File: src/rtl/pipelined_cla_adder.sv
// Pipelined carry-lookahead adder/subtractor: one SEG_W-bit segment resolved per
// stage, with the carry and the not-yet-added operand bits registered between stages.
module pipelined_cla_adder #(
    parameter int unsigned WIDTH = 32,
    parameter int unsigned SEG_W = 8
) (
    input  logic             clk,
    input  logic             rst,
    input  logic             in_valid,
    output logic             in_ready,
    input  logic [WIDTH-1:0] a,
    input  logic [WIDTH-1:0] b,
    input  logic             cin,
    input  logic             sub,
    output logic             out_valid,
    input  logic             out_ready,
    output logic [WIDTH-1:0] sum,
    output logic             cout,
    output logic             ovf,
    output logic             zero
);
    localparam int unsigned NSEG = WIDTH / SEG_W;
    localparam int unsigned NGRP = SEG_W / 4;

    if (((SEG_W % 4) != 0) || ((WIDTH % SEG_W) != 0) || (NSEG == 0)) begin : g_cfg_err
        $error("pipelined_cla_adder: WIDTH must be a multiple of SEG_W and SEG_W a multiple of 4");
    end

    logic             advance;
    logic [WIDTH-1:0] b_eff;
    logic             cin_eff;

    // Global stall: every stage moves together or holds together.
    assign advance  = !out_valid || out_ready;
    assign in_ready = advance;
    assign b_eff    = b ^ {WIDTH{sub}};
    assign cin_eff  = sub | cin;

    // One segment of 4-bit lookahead groups, carry rippling group to group; returns {cout, sum}.
    function automatic logic [SEG_W:0] seg_add(
        input logic [SEG_W-1:0] x,
        input logic [SEG_W-1:0] y,
        input logic             ci
    );
        logic [SEG_W-1:0] s;
        logic [3:0]       g;
        logic [3:0]       p;
        logic [4:0]       c;
        logic             co;
        s  = '0;
        co = ci;
        for (int j = 0; j < int'(NGRP); j++) begin
            g    = x[4*j +: 4] & y[4*j +: 4];
            p    = x[4*j +: 4] ^ y[4*j +: 4];
            c[0] = co;
            c[1] = g[0] | (p[0] & c[0]);
            c[2] = g[1] | (p[1] & g[0]) | (p[1] & p[0] & c[0]);
            c[3] = g[2] | (p[2] & g[1]) | (p[2] & p[1] & g[0]) | (p[2] & p[1] & p[0] & c[0]);
            c[4] = g[3] | (p[3] & g[2]) | (p[3] & p[2] & g[1]) | (p[3] & p[2] & p[1] & g[0])
                 | (p[3] & p[2] & p[1] & p[0] & c[0]);
            s[4*j +: 4] = p ^ c[3:0];
            co = c[4];
        end
        return {co, s};
    endfunction

    for (genvar k = 0; k < NSEG; k++) begin : g_stg
        localparam int unsigned RIN = WIDTH - k*SEG_W;   // operand bits still to add at stage input
        localparam int unsigned HI  = (k+1)*SEG_W;       // sum bits resolved after this stage

        logic [RIN-1:0]   a_in;
        logic [RIN-1:0]   b_in;
        logic             c_in;
        logic             v_in;
        logic [HI-1:0]    s_nxt;
        logic [SEG_W-1:0] seg_s;
        logic             seg_co;
        logic             v_r;
        logic [HI-1:0]    s_r;

        if (k == 0) begin : g_src
            assign a_in  = a;
            assign b_in  = b_eff;
            assign c_in  = cin_eff;
            assign v_in  = in_valid;
            assign s_nxt = seg_s;
        end else begin : g_src
            assign a_in  = g_stg[k-1].g_skew.a_r;
            assign b_in  = g_stg[k-1].g_skew.b_r;
            assign c_in  = g_stg[k-1].g_skew.c_r;
            assign v_in  = g_stg[k-1].v_r;
            assign s_nxt = {seg_s, g_stg[k-1].s_r};
        end

        assign {seg_co, seg_s} = seg_add(a_in[SEG_W-1:0], b_in[SEG_W-1:0], c_in);

        always_ff @(posedge clk or posedge rst) begin
            if (rst) begin
                v_r <= 1'b0;
                s_r <= '0;
            end else if (advance) begin
                v_r <= v_in;
                s_r <= s_nxt;
            end
        end

        if (k < NSEG-1) begin : g_skew
            logic [RIN-SEG_W-1:0] a_r;
            logic [RIN-SEG_W-1:0] b_r;
            logic                 c_r;

            always_ff @(posedge clk or posedge rst) begin
                if (rst) begin
                    a_r <= '0;
                    b_r <= '0;
                    c_r <= 1'b0;
                end else if (advance) begin
                    a_r <= a_in[RIN-1:SEG_W];
                    b_r <= b_in[RIN-1:SEG_W];
                    c_r <= seg_co;
                end
            end
        end else begin : g_last
            logic cout_r;
            logic ovf_r;
            logic zero_r;

            // Carry into the MSB is recovered from the MSB sum and operand bits.
            always_ff @(posedge clk or posedge rst) begin
                if (rst) begin
                    cout_r <= 1'b0;
                    ovf_r  <= 1'b0;
                    zero_r <= 1'b0;
                end else if (advance) begin
                    cout_r <= seg_co;
                    ovf_r  <= seg_co ^ (seg_s[SEG_W-1] ^ a_in[SEG_W-1] ^ b_in[SEG_W-1]);
                    zero_r <= ~|s_nxt;
                end
            end
        end
    end

    assign out_valid = g_stg[NSEG-1].v_r;
    assign sum       = g_stg[NSEG-1].s_r;
    assign cout      = g_stg[NSEG-1].g_last.cout_r;
    assign ovf       = g_stg[NSEG-1].g_last.ovf_r;
    assign zero      = g_stg[NSEG-1].g_last.zero_r;

endmodule

File: config.mk
export PLATFORM = sky130hd
export DESIGN_NAME = pipelined_cla_adder
export DESIGN_NICKNAME = d
export VERILOG_FILES = /design/src/rtl/pipelined_cla_adder.sv
export SDC_FILE = /design/constraint.sdc
export NUM_CORES = 1
export LEC_CHECK = 0
export BUFFER_PORTS_ARGS = -buffer_cell sky130_fd_sc_hd__buf_4
export CAP_MARGIN = 20
export CORE_UTILIZATION = 50
export DETAILED_ROUTE_END_ITERATION = 7
export PLACE_DENSITY = 0.82
export SLEW_MARGIN = 15
export SYNTH_ARGS = -nofsm -noshare
export SYNTH_HDL_FRONTEND = slang
export SYNTH_SLANG_ARGS = --single-unit
File: constraint.sdc
create_clock -name clk -period 6.7 [get_ports clk]
set_clock_uncertainty 0.15 [all_clocks]
set_input_delay 0.335 -clock clk [delete_from_list [all_inputs] [get_ports clk]]
set_output_delay 0.335 -clock clk [all_outputs]
set_load 0.005 [all_outputs]
# Yosys cells after proc, flatten, opt, wreduce, memory -nomap -nowiden
# Cells that the tools add are included.
# W data, S select, Z words.
[totals]
elab_cells = 261
ff_bits = 186
out_inout_bits = 37
inputBits = 70
[op_classes]
n_reduce_logical = 4
bitwise_logic = 237
[ops]
columns = ["op", "count"]
rows = [
  ["$and A1 B1 Y1", 128],
  ["$or A1 B1 Y1", 81],
  ["$xor A4 B4 Y4", 16],
  ["$and A4 B4 Y4", 8],
  ["$reduce_or A32 Y1", 1],
  ["$xor A32 B32 Y32", 1],
  ["$xor A1 B1 Y1", 3],
  ["$logic_not A1 Y1", 2],
  ["$logic_or A1 B1 Y1", 1],
]

# Depth between registers and ports, before layout
# Gate-level depths: netlist of the first run.
[depth]
word_depth = 12
depth_mapped = 13
depth_no_buf = 11

# Worst setup path after synthesis of the first run
# No wires, ideal clock.
[synth_timing]
kind = "flip-flop to flip-flop"
from = "register g_stg[2].g_skew.a_r[0]"
to = "register g_stg[3].g_last.zero_r (netlist: zero)"
stages_incl_launch_ff = 11
setup_slack_ps = 3921
synth_period_minus_slack_ps = 2779
path_buffers = 0
arrival_ps = 2562
t_required_ps = 6482
setup_ps = 68
path_cell_list = "dfrtp_1 -> ha_1 -> a211oi_2 -> nor3b_2 -> o21ai_2 -> nand2b_1 -> fa_1 -> nor4_1 -> nand4_1 -> nor3_2 -> a32o_1"
[synth_via]
word_cells_on_any_way = 29
classes_between = "bitwise: 27; reduce/logical: 2"
[synth_rtl]
columns = ["item", "line", "source"]
rows = [
  ["start: declaration", "108", "logic [RIN-SEG_W-1:0] a_r;"],
  ["start signal: assignment", "118", "a_r <= a_in[RIN-1:SEG_W];"],
  ["$and A4 B4 Y4 or $xor A4 B4 Y4 (tied branches)", "53, 54", ""],
  ["$and A1 B1 Y1, on equally long branches", "59, 60", ""],
  ["$or A1 B1 Y1 or $and A1 B1 Y1 (tied branches)", "59, 60", ""],
  ["$or A1 B1 Y1 (*)", "60", "| (p[3] & p[2] & p[1] & p[0] & c[0]);"],
  ["$xor A4 B4 Y4 (*)", "61", "s[4*j +: 4] = p ^ c[3:0];"],
  ["net g_stg[3].s_nxt[28]", "75", "logic [HI-1:0] s_nxt;"],
  ["$reduce_or A32 Y1 (*)", "137", "zero_r <= ~|s_nxt;"],
  ["$logic_not A1 Y1 (*)", "137", ""],
  ["end signal: assignment", "137", ""],
  ["end: declaration", "126", "logic zero_r;"],
]
# The timed path passes the listed nets; every way through them passes the cells marked *.
# A chain may end at the register's enable or synchronous reset.

# Worst setup path after layout of the first run
[layout_timing]
from = "register g_stg[3].v_r (netlist: out_valid)"
to = "output in_ready"
[layout_via]
elab_chain_cells = 2
[layout_lines]
columns = ["item", "line", "source"]
rows = [
  ["start: declaration", "78", "logic v_r;"],
  ["start signal: assignment", "102", "v_r <= v_in;"],
  ["$logic_not A1 Y1", "34", "assign advance = !out_valid || out_ready;"],
  ["$logic_or A1 B1 Y1", "34", ""],
  ["end: declaration", "10", "output logic in_ready,"],
]
# Every way passes these cells.

==> metrics.md, run 1 <==
| Metric | Value |
|---|---|
| Status | finished, final reports clean |
| Cell Area, Synth | 8470 µm² |
| First-pass DRT Iterations | 4 |
| Worst-margin pin slew | around 990 ps |
| TritonCTS clock tree | yes |
| Cells on worst reg2reg path | 10 |
| Postcts setup bufs | 0 |
| Final Cycle Share | 54.0% |
| Pint | around 3000 µW |
| Area contributors post-synth | dfrtp_1, nand2_1, ha_1 |
| Crit end category | primary output |
| Slowest Stage Delay on Critical Path | approximately 860 ps |
| Clk slew on worst S/H paths | approximately 60 ps |
| Flop2flop setup slack | between 3000 and 4000 ps |
| Max VDD drop | 293 µV |
| Final Max Slew Viols | 0 |
| Hold-critical path depth | 3 |
| Fin Setup TNS | 0 ps |
| Commonest non-fill, non-tap cell in the layout | nand2_1 |
| WHS Endpoint | g_stg[0].g_skew.b_r[11] |
| Largest area contributor in the netlist | dfrtp_1 |
| WP data arrival | roughly 3100 ps |
| Delay-heaviest family, CP | buffers and inverters |
| P_sw | about 1700 µW |
| Root Buffer | clkbuf_16 |
| Nets@finish | approximately 1100 |
| Maximum clock insertion buffer count | 2 |
| Synthesized area per cell | 9.12 µm² |
| Die height | about 130 µm |
| YS warnings | 0 |
| Ys async rst share | 100% |
| Worst Path Buf+Inv | 4 |
| Largest net degree at the start of global routing | 122 |
| Sequential share of power | 41.8% |
| Pwr per Cell Area | 459 nW/µm² |
| Crit-path slowest cell | buf_4 |
| # diodes | 0 |
| # setup viols final | 0 |
| Share of post-route cells with drive strength above 1 | 14.1% |
| Total number of vias | approximately 6300 |
| Vias/cell | approximately 5.0 |
| FMAX | roughly 280 MHz |
| Core Rows | 47 |
| Worst setup margin | ~3100 ps |
| Cell-by-cell trace of the critical path | nor2b_4 > buf_4 > inv_4 > buf_4 > buf_4 |
| Clock power frac | 20.4% |
| Commonest cells after routing, fill and taps aside | nand2_1, dfrtp_1, buf_4 |
| Initial core utilization | approximately half |
| First-pass GRT wire length | just under 30 mm |
| R2r endpoint | zero |
| Post-Synthesis Cells | approximately 930 |
| Hpwl dp | approximately 11 mm |
| Die X | approximately 130 µm |
| Worst Path Required | 6210 ps |
| Logic pwr share | 37.8% |
| Final ANT Viol Nets | 0 |
| Port bufs | 106 |
| CTS Hold Bufs | 26 |
| Crit Path Class | reg2out |
| CP Launch Point | out_valid |
| Vias in the first global route | between 6000 and 7000 |
| Number of enable flip-flop cells after synthesis | 0 |
| # IOs | between 100 and 150 |
| DRC | 0 |
| Core area | about 17000 µm² |
| GRT overflow | 0 |
| Pre-CTS WS | around 3500 ps |
| Main flop type after synthesis | dfrtp_1 |
| Syn Nets | ~1000 |
| Syn-to-layout area delta | 21.0% |
| Hold Startpoint | b[19] |
| MaxCap Viol Count | 0 |
| Final min period | between 3000 and 4000 ps |
| DRT iter0 DRCs | between 400 and 500 |
| Synth top area share | approximately 55% |
| Crit Reg-Reg Startpoint | g_stg[2].g_skew.a_r[0] |
| RSZ-0062 raised after global routing | false |
| Worst-Skew Late Latency | 430 ps |
| CTS H-Tree Depth | 4 |
| Worst Path Max Fanout | 100 |
| Final hold violations | 0 |
| Slew margin rel. | between 30% and 40% |
| # clock sinks | around 190 |
| Total CTS buffers | 17 |
| Count of cell types in the netlist | 45 |
| Switching Share | between 30% and 40% |
| Synth Register Bits | between 150 and 200 |
| Die area | between 15000 and 20000 µm² |
| # resized after CTS | 0 |
| Routed WL | around 17 mm |
| Area after DPL | 9400 µm² |
| Register area share after synthesis | between 50 and 60% |
| Post-DR wirelength/cell | 13.4 µm |
| GPL Wtd Cong | around 0.82 |
| Pleak | 0.00515 µW |
| Setup crit start kind | flip-flop |
| Tightest Hold Check Type | in2reg |
| Final instance area | approximately 10000 µm² |
| Crit path top cell by count | buf_4 |
| Antenna violations before repair | 0 |
| GRT Total Usage | between 20% and 30% |
## worst min-delay path: stages
cell	delay [ps]
buf_4	80
xnor2_1	90
o21ai_0	60
## cells in the mapped netlist, types with 2 or more instances
cell type / number
or3_1: 2
a31oi_1: 3
nor4b_1: 2
buf_2: 12
a211oi_1: 3
dfrtp_1: 186
clkbuf_1: 31
fa_1: 8
ha_1: 32
nand4_1: 4
o21ai_0: 37
nand3_1: 2
inv_1: 17
nor2_1: 33
nand2_1: 417
a21o_1: 4
nor2b_1: 3
xor2_1: 21
mux2i_1: 2
o31ai_1: 2
nor4_1: 6
a2111oi_0: 4
nor3_1: 2
o21ai_1: 4
nand2b_1: 7
buf_1: 3
a21boi_1: 2
a21oi_1: 31
xnor2_1: 33
## logic make-up after synthesis
logic type | after synthesis | share of synthesized area (%)
simple gates | 484 | 22.7
flops | 186 | 54.9
buf+inv | 64 | 3.01
fa+ha+maj | 40 | 6.62
xor+xnor | 54 | 5.58
compound gates | 99 | 6.91
mux | 2 | 0.236
## state kept, by name (all words and copies together) (netlist names), 3 cells and up
register and count:
g_stg.s_r 48, g_stg.g_skew.a_r 48, g_stg.v_r 3, g_stg.g_skew.b_r 48
sum 32, g_stg.g_skew.c_r 3
## per-stage QoR
stage	total power (µW)	hold slack, ps	instances	util, %
floorplan	3150	280	929	-
detailed placement	3740	295	1213	56.7
global placement	3630	291	1213	56.7
finish	4700	32.2	1270	61.8
global route	5080	26.1	1270	61.8
CTS	4730	18.2	1269	61.7
## how the worst max path moves through the flow
stage	end	slack (ps)	cells past startpoint
6_report	in_ready	3080	5
5_1_grt	in_ready	2840	5
4_1_cts	in_ready	3050	5
3_5_place_dp	in_ready	3510	5
3_3_place_gp	in_ready	3550	5
2_1_floorplan	cout	1160	1
## layout make-up
| cell class | count | area, µm² |
|---|---|---|
| fill | 1363 | 6330 |
| inverter | 18 | 77.6 |
| timing repair buffer | 137 | 1110 |
| clock inverter | 6 | 63.8 |
| multi-input combinational | 679 | 3570 |
| clock buffer | 24 | 502 |
| sequential | 186 | 4650 |
| tap | 220 | 275 |
## per-layer routing
layer / global-route usage [%] / wire length [µm] / vias to the layer above
met5: 0 / 0 / -
met4: 7.09 / 255 / 0
met3: 4.65 / 736 / 21
met2: 33.8 / 8220 / 141
met1: 28.3 / 7850 / 2996
li1: - / - / 3186
## power by group through the flow
stage	registers, µW	logic, µW	clock network (µW)
6_report	1970	1780	960
5_1_grt	2030	2030	1020
4_1_cts	1970	1780	976
3_5_place_dp	1980	1750	0
3_3_place_gp	1960	1670	0
2_1_floorplan	1890	1260	0
Note: power is estimated with default switching activity, not from simulation.
==> run 2, diff against run 1 <==
--- a/config.mk
+++ b/config.mk
@@ -5,11 +5,12 @@
 export SDC_FILE = /design/constraint.sdc
 export NUM_CORES = 1
 export LEC_CHECK = 0
+export ABC_AREA = 1
 export BUFFER_PORTS_ARGS = -buffer_cell sky130_fd_sc_hd__buf_4
 export CAP_MARGIN = 20
 export CORE_UTILIZATION = 50
 export DETAILED_ROUTE_END_ITERATION = 7
-export PLACE_DENSITY = 0.82
+export PLACE_DENSITY = 0.85
 export SLEW_MARGIN = 15
 export SYNTH_ARGS = -nofsm -noshare
 export SYNTH_HDL_FRONTEND = slang
==> constraint.sdc (replaced) <==
create_clock -name clk -period 3.17 [get_ports clk]
set_clock_uncertainty 0.15 [all_clocks]
set_input_delay 0.1585 -clock clk [delete_from_list [all_inputs] [get_ports clk]]
set_output_delay 0.1585 -clock clk [all_outputs]
set_load 0.005 [all_outputs]
==> run 2 against run 1 <==
  * Synthesized cell count grew 2.8%
  * Largest power group unchanged
  * Largest cell class unchanged
  * Critical path depth rose by 7
  * Combinational power up 120%
  * Flip-flop and latch count unchanged
  * Register-to-register slack lost 2900 ps
  * Via count up 5.9%
  * Sequential power increased by 110%
==> metrics.md, run 2 <==
| Metric | Value |
|---|---|
| Die area | 17600 µm² (was 17500 µm²) |
| Cell Area, Synth | 8550 µm² (was 8470 µm²) |
| Cell-by-cell trace of the critical path | ha_1 > nand3_1 > nand3_2 > nand2_1 > nand2_2 > fa_1 > xnor2_1 > nand4_1 > nand3b_1 > nor2_1 > nand3_1 > nand2_1 (was nor2b_4 > buf_4 > inv_4 > buf_4 > buf_4) |
| Max VDD drop | 661 µV (was 293 µV) |
| CTS H-Tree Depth | 4 (unchanged) |
| Core Rows | 47 (unchanged) |
| Ys async rst share | 100% (unchanged) |
| Hold Startpoint | a[7] (was b[19]) |
| Root Buffer | clkbuf_16 (unchanged) |
| Worst Path Required | 3390 ps (was 6210 ps) |
| Vias/cell | 5.06 (was 5.00) |
| First-pass DRT Iterations | 5 (was 4) |
| FMAX | ~410 MHz |
| Slowest Stage Delay on Critical Path | 390 ps (was 860 ps) |
| Largest net degree at the start of global routing | 135 (was 122) |
| Largest registers | g_stg.g_skew.a_r: 48 flops, g_stg.g_skew.b_r: 48 flops, g_stg.s_r: 48 flops (unchanged) |
| TritonCTS clock tree | yes (unchanged) |
| Worst Path Max Fanout | 4 (was 100) |
| Port bufs | 106 (unchanged) |
| Crit Path Class | reg2reg (was reg2out) |
| Clk slew on worst S/H paths | 70 ps (was 60 ps) |
| Share of post-route cells with drive strength above 1 | 14.1% (about the same) |
| Final min period | 2420 ps |
| Synthesized area per cell | 8.95 µm² (was 9.12 µm²) |
| Slew margin rel. | 47.9% (was 34.2%) |
| Flop2flop setup slack | 750 ps (was 3610 ps) |
| Postcts setup bufs | 0 (unchanged) |
| Total number of vias | 6717 (was 6344) |
| DRT iter0 DRCs | 556 (was 490) |
| Placed Cells | 1246 (was 1213) |
| # diodes | 0 (unchanged) |
| Final Max Slew Viols | 0 (unchanged) |
| Post-DR wirelength/cell | 14.2 µm (was 13.4 µm) |
| Worst-margin pin slew | 780 ps (was 986 ps) |
| Final ANT Viol Nets | 0 (unchanged) |
| Total CTS buffers | 17 (unchanged) |
| # clock sinks | 186 (unchanged) |
| Final Non-Filler Cells | 1327 (was 1270) |
| Pwr per Cell Area | 944 nW/µm² (was 459 nW/µm²) |
| Status | finished, final reports clean (unchanged) |
| DRC | 0 (unchanged) |
| Fill count | 1304 (was 1363) |
| Number of enable flip-flop cells after synthesis | 0 (unchanged) |
| WHS Endpoint | g_stg[0].s_r[7] (was g_stg[0].g_skew.b_r[11]) |
| Crit Reg-Reg Startpoint | g_stg[2].g_skew.a_r[1] (was g_stg[2].g_skew.a_r[0]) |
| Register area share after synthesis | 54.5% (was 54.9%) |
| WHS | 30.5 ps (was 32.2 ps) |
| Nets@finish | 1205 (was 1149) |
| Vias in the first global route | 6825 (was 6148) |
| Hpwl dp | 12.1 mm (was 11.0 mm) |
| R2r endpoint | zero (unchanged) |
| Die X | 133 µm (was 132 µm) |
| Fin Setup TNS | 0 ps (unchanged) |
| Commonest cells after routing, fill and taps aside | nand2_1, dfrtp_1, buf_4 (unchanged) |
| Core area | 16600 µm² (about the same) |
| Hold-critical path depth | 5 (was 3) |
| Crit end category | flip-flop (was primary output) |
| Post-Synthesis Cells | 955 (was 929) |
| Die height | 133 µm (was 132 µm) |
| WP data arrival | 2640 ps (was 3130 ps) |
| GPL Wtd Cong | 0.810 (was 0.824) |
| First-pass GRT wire length | 32.2 mm (was 29.1 mm) |
| RSZ-0062 raised after global routing | false (unchanged) |
| Final Cycle Share | between 70% and 80% |
| GRT Total Usage | 23.2% (was 21.0%) |
| Syn-to-layout area delta | 24.7% (was 21.0%) |
| Syn Nets | 1065 (was 1039) |
| Maximum clock insertion buffer count | 2 (unchanged) |
| Synth top area share | 54.5% (was 54.9%) |
| Worst-Skew Late Latency | 430 ps (about the same) |
| Largest area contributor in the netlist | dfrtp_1 (unchanged) |
| Crit-path slowest cell | dfrtp_1 (was buf_4) |
| Pleak | 0.00536 µW (was 0.00515 µW) |
| MaxCap Viol Count | 0 (unchanged) |
| Cells on worst reg2reg path | 12 (was 10) |
| Commonest non-fill, non-tap cell in the layout | nand2_1 (unchanged) |
| Initial core utilization | 51.3% (was 51.1%) |
| Main flop type after synthesis | dfrtp_1 (unchanged) |
| Area contributors post-synth | dfrtp_1, nand2_1, o21ai_0 (was dfrtp_1, nand2_1, ha_1) |
| Final core utilization | 64.0% (was 61.8%) |
| Most used standard cell by instance count after synthesis | nand2_1 (unchanged) |
| # setup viols final | 0 (unchanged) |
| YS warnings | 0 (unchanged) |
| GRT overflow | 0 (unchanged) |
| Routed WL | 18.9 mm (was 17.1 mm) |
| Tightest Hold Check Type | in2reg (unchanged) |
| Synth cell count leaders | nand2_1, dfrtp_1, o21ai_0 (unchanged) |
| Count of cell types in the netlist | 34 (was 45) |
| Setup crit start kind | flip-flop (unchanged) |
| Synth Register Bits | 186 (unchanged) |
| # IOs | 107 (unchanged) |
| Antenna violations before repair | 0 (unchanged) |
| Final hold violations | 0 (unchanged) |
-- run 2: changes by cell type after synthesis, sizes merged, moves of 7 or more --
cell,change
inv,+33
nand3b,+7
and3,+7
xor2,-9
a21oi,-20
o21ai,+62
nand3,+23
buf,+13
nand2b,-7
nor2,+9
clkbuf,-16
nand2,-45
-- run 2: timing repair --
action,4_1_cts,5_1_grt
endpoints found under the hold margin,79,0
hold buffers,50,0
gates resized for setup,0,0
-- run 2: cell families (layout without fill, tap and decap cells) --
group           after synthesis  in the layout  share of synthesized area (%)
fa+ha+maj                    40             40                           6.56
buf+inv                      94            246                           4.61
compound gates              129            129                           7.95
xor+xnor                     44             44                           4.51
flops                       186            186                           54.5
simple gates                462            462                           21.9
-- run 2: area by class of cell --
class,count,area [µm²],share of cell area [%]
clock buffers,22,484,4.54
clock inverters,9,114,1.07
inverters,51,198,1.86
multi-input cells,675,3500,32.8
flip-flops and latches,186,4650,43.7
well taps,220,275,2.58
repair buffers,164,1430,13.4
-- run 2: through the flow --
| step | total power (µW) | worst slack (ps) | area (µm²) |
|---|---|---|---|
| 2_1_floorplan | 6590 | 469 | 8550 |
| 3_3_place_gp | 7650 | 883 | 9560 |
| 3_5_place_dp | 7870 | 772 | 9560 |
| 4_1_cts | 10100 | 747 | 10700 |
| 5_1_grt | 10900 | 548 | 10700 |
| 6_report | 10100 | 747 | 10700 |
-- run 2: how the worst max path moves through the flow --
stage / start / end / slack (ps) / cells past startpoint
final: g_stg[2].g_skew.a_r[1] / zero / 750 / 12
after detailed placement: g_stg[2].g_skew.a_r[0] / zero / 770 / 12
after global placement: g_stg[2].g_skew.a_r[1] / zero / 880 / 12
after floorplan: rst / cout / 470 / 1
after CTS: g_stg[2].g_skew.a_r[1] / zero / 750 / 12
after global routing: g_stg[2].g_skew.a_r[0] / zero / 550 / 12
-- run 2: power breakdown --
group | switching [µW] | internal, µW
clock network | 879 | 1240
logic | 2240 | 1610
registers | 659 | 3440
total | 3770 | 6290
-- run 2: worst max-delay path, delay by kind of cell (launching register included) --
| kind | cells | cell delay [ps] |
|---|---|---|
| xor+xnor | 1 | 200 |
| fa+ha+maj | 2 | 740 |
| flops | 1 | 390 |
| simple gates | 9 | 880 |
-- run 2: routing by layer --
layer	global-route usage [%]	wire length, µm	up-vias	part of all wire (%)
li1	-	-	3315	-
met1	31.6	8540	3159	45
met2	37.0	9010	209	48
met3	3.83	911	34	4.8
met4	9.90	425	0	2.2
met5	0	0	-	0
==> run 3, diff against run 2 <==
--- a/config.mk
+++ b/config.mk
@@ -5,7 +5,7 @@
 export SDC_FILE = /design/constraint.sdc
 export NUM_CORES = 1
 export LEC_CHECK = 0
-export ABC_AREA = 1
+export ABC_AREA = 0
 export BUFFER_PORTS_ARGS = -buffer_cell sky130_fd_sc_hd__buf_4
 export CAP_MARGIN = 20
 export CORE_UTILIZATION = 50
==> constraint.sdc (replaced) <==
create_clock -name clk -period 2 [get_ports clk]
set_clock_uncertainty 0.15 [all_clocks]
set_input_delay 0.1 -clock clk [delete_from_list [all_inputs] [get_ports clk]]
set_output_delay 0.1 -clock clk [all_outputs]
set_load 0.005 [all_outputs]
==> run 3 against run 2 <==
  * The flow now finishes with violations (setup timing)
  * Register-to-register slack got worse by 1300 ps
  * Final cell count increased by 1.9%
  * Non-clock buffer count up 54
  * Global-route usage about the same
  * Via count up 3.1%
  * Total power grew 82%
  * Wire length is 5.3% higher
  * Critical path depth fell by 2
  * Sequential share of layout area down 2.8 points
  * Combinational power rose by 120%
  * Maximum frequency fell by 6.9%
  * Final area rose by 6.9%
==> metrics.md, run 3 (same netlist as run 1, synthesis figures left out) <==
| Metric | Value |
|---|---|
| Area after DPL | 9860 µm² (was 9560 µm²) |
| Logic pwr share | 45.5% (was 38.2%) |
| Delay-heaviest family, CP | adder cells (was simple AND/OR/NAND/NOR gates) |
| Vias/cell | 5.12 (was 5.06) |
| # diodes | 0 (unchanged) |
| Fin Setup TNS | -1740 ps (was 0 ps) |
| Maximum clock insertion buffer count | 2 (unchanged) |
| Pleak | 0.00563 µW (was 0.00536 µW) |
| Max VDD drop | 898 µV (was 661 µV) |
| Final hold violations | 0 (unchanged) |
| DRC | 0 (unchanged) |
| Slew margin rel. | 68.1% (was 47.9%) |
| Syn-to-layout area delta | 34.4% (was 24.7%) |
| GRT Total Usage | 23.2% (about the same) |
| Pwr per Cell Area | 1600 nW/µm² (was 944 nW/µm²) |
| Crit Path Class | reg2reg (unchanged) |
| WHS | 15.4 ps (was 30.5 ps) |
| Hold-critical path depth | 4 (was 5) |
| TritonCTS clock tree | yes (unchanged) |
| Clock power frac | 18.3% (was 21.1%) |
| First-pass GRT wire length | 32.1 mm (was 32.2 mm) |
| Die height | 132 µm (was 133 µm) |
| Pint | 11400 µW (was 6290 µW) |
| Nets@finish | 1230 (was 1205) |
| Worst-margin pin slew | 474 ps (was 780 ps) |
| Core Rows | 47 (unchanged) |
| Largest net degree at the start of global routing | 120 (was 135) |
| # setup viols final | 10 (was 0) |
| Worst Path Buf+Inv | 0 (unchanged) |
| Final ANT Viol Nets | 0 (unchanged) |
| # IOs | 107 (unchanged) |
| Clk slew on worst S/H paths | 70 ps (about the same) |
| Core area | 16600 µm² (about the same) |
| Worst Path Required | 2210 ps (was 3390 ps) |
| Cells on worst reg2reg path | 10 (was 12) |
| Fill count | 1193 (was 1304) |
| Switching Share | 37.5% (about the same) |
| Total CTS buffers | 17 (unchanged) |
| Post-DR wirelength/cell | 14.7 µm (was 14.2 µm) |
| Antenna violations before repair | 0 (unchanged) |
| Worst-Skew Late Latency | 430 ps (about the same) |
| WP data arrival | 2810 ps (was 2640 ps) |
| Root Buffer | clkbuf_16 (unchanged) |
| Crit. path cell count | 10 (was 12) |
| Port bufs | 106 (unchanged) |
| Final core utilization | 68.7% (was 64.0%) |
| # clock sinks | 186 (unchanged) |
| Die X | 132 µm (was 133 µm) |
| Commonest non-fill, non-tap cell in the layout | nand2_1 (unchanged) |
| Slowest Stage Delay on Critical Path | 470 ps (was 390 ps) |
| Routed WL | 19.9 mm (was 18.9 mm) |
| MaxCap Viol Count | 0 (unchanged) |
| DRT iter0 DRCs | 463 (was 556) |
| GPL Wtd Cong | 0.864 (was 0.810) |
| Worst setup margin | -602 ps (was 747 ps) |
| First-pass DRT Iterations | 6 (was 5) |
| Tightest Hold Check Type | in2reg (unchanged) |
| Crit end category | flip-flop (unchanged) |
| Hpwl dp | 11.9 mm (was 12.1 mm) |
| Setup crit start kind | flip-flop (unchanged) |
| Final instance area | 11400 µm² (was 10700 µm²) |
| Cell-by-cell trace of the critical path | ha_4 > a211oi_4 > nor3b_4 > o21ai_2 > nand2b_1 > fa_2 > nor4_4 > nand4_1 > nor3_2 > a32o_1 (was ha_1 > nand3_1 > nand3_2 > nand2_1 > nand2_2 > fa_1 > xnor2_1 > nand4_1 > nand3b_1 > nor2_1 > nand3_1 > nand2_1) |
| Failing checks | setup timing |
| Status | finished, violations left (was finished, final reports clean) |
| Die area | 17500 µm² (was 17600 µm²) |
| Final Max Slew Viols | 0 (unchanged) |
| Worst Path Max Fanout | 2 (was 4) |
| FMAX | 384 MHz (was 413 MHz) |
| CTS H-Tree Depth | 4 (unchanged) |
| Final min period | 2600 ps (was 2420 ps) |
| Vias in the first global route | 6816 (was 6825) |
| Initial core utilization | 51.1% (was 51.3%) |
| RSZ-0062 raised after global routing | true (was false) |
| Commonest cells after routing, fill and taps aside | nand2_1, dfrtp_1, buf_4 (unchanged) |
| Crit-path slowest cell | fa_2 (was dfrtp_1) |
| Final Cycle Share | 130% (was 76.4%) |
| Largest registers | g_stg.g_skew.a_r: 48 flops, g_stg.g_skew.b_r: 48 flops, g_stg.s_r: 48 flops (unchanged) |
| Sequential share of power | 36.2% (was 40.7%) |
| Total number of vias | 6925 (was 6717) |
| GRT overflow | 0 (unchanged) |
| Share of post-route cells with drive strength above 1 | 20.9% (was 14.1%) |
| P_sw | 6850 µW (was 3770 µW) |
run 3: repair_timing:
item	4_1_cts	5_1_grt
gates resized for setup	22	32
setup endpoints to repair	17	18
buffers inserted	3	8
hold buffers	53	0
gates cloned	0	1
pin swaps	16	22
hold endpoints to repair	239	0
run 3: routing by layer:
metal | up-vias | track usage [%] | routed length [µm] | share of wire (%)
met5 | - | 0 | 0 | 0
met4 | 0 | 7.22 | 422 | 2.1
met3 | 40 | 5.19 | 769 | 3.9
met2 | 178 | 39.6 | 10300 | 52
met1 | 3359 | 29.6 | 8390 | 42
li1 | 3348 | - | - | -
run 3: area by class of cell:
cell class | instances | area, µm² | area share (%)
clock buffer | 25 | 505 | 4.44
clock inverter | 6 | 86.3 | 0.758
inverter | 18 | 73.8 | 0.648
multi-input combinational | 679 | 3900 | 34.2
sequential | 186 | 4650 | 40.9
tap | 220 | 275 | 2.42
timing repair buffer | 218 | 1890 | 16.6
run 3: metrics by stage:
stage	std cells	setup slack, ps	total power (µW)
6_report	1352	-602	18300
5_1_grt	1352	-734	19500
4_1_cts	1345	-577	17200
3_5_place_dp	1258	-585	13300
3_3_place_gp	1258	-521	12900
2_1_floorplan	929	-643	10600
run 3: final timing paths:
path / startpoint / slack [ps] / endpoint
setup / recovery: g_stg[2].g_skew.b_r[0] / -600 / zero
hold / removal: a[4] / 20 / g_stg[0].s_r[4]
setup reg to reg: g_stg[2].g_skew.b_r[0] / -600 / zero
hold reg to reg: g_stg[2].v_r / 310 / out_valid
max in group asynchronous: rst / 1010 / g_stg[2].g_skew.a_r[0]
min in group asynchronous: rst / 50 / g_stg[2].s_r[4]
run 3: worst min-delay path, stage by stage:
cell and delay [ps]:
buf_4 110, inv_1 80, fa_2 200, a21oi_1 60
run 3: power groups by stage:
stage | Clock (µW) | Sequential (µW) | Combinational [µW]
finish | 3350 | 6610 | 8310
global route | 3550 | 6800 | 9170
CTS | 3390 | 6540 | 7240
detailed placement | 0 | 6560 | 6700
global placement | 0 | 6470 | 6420
floorplan | 0 | 6330 | 4300
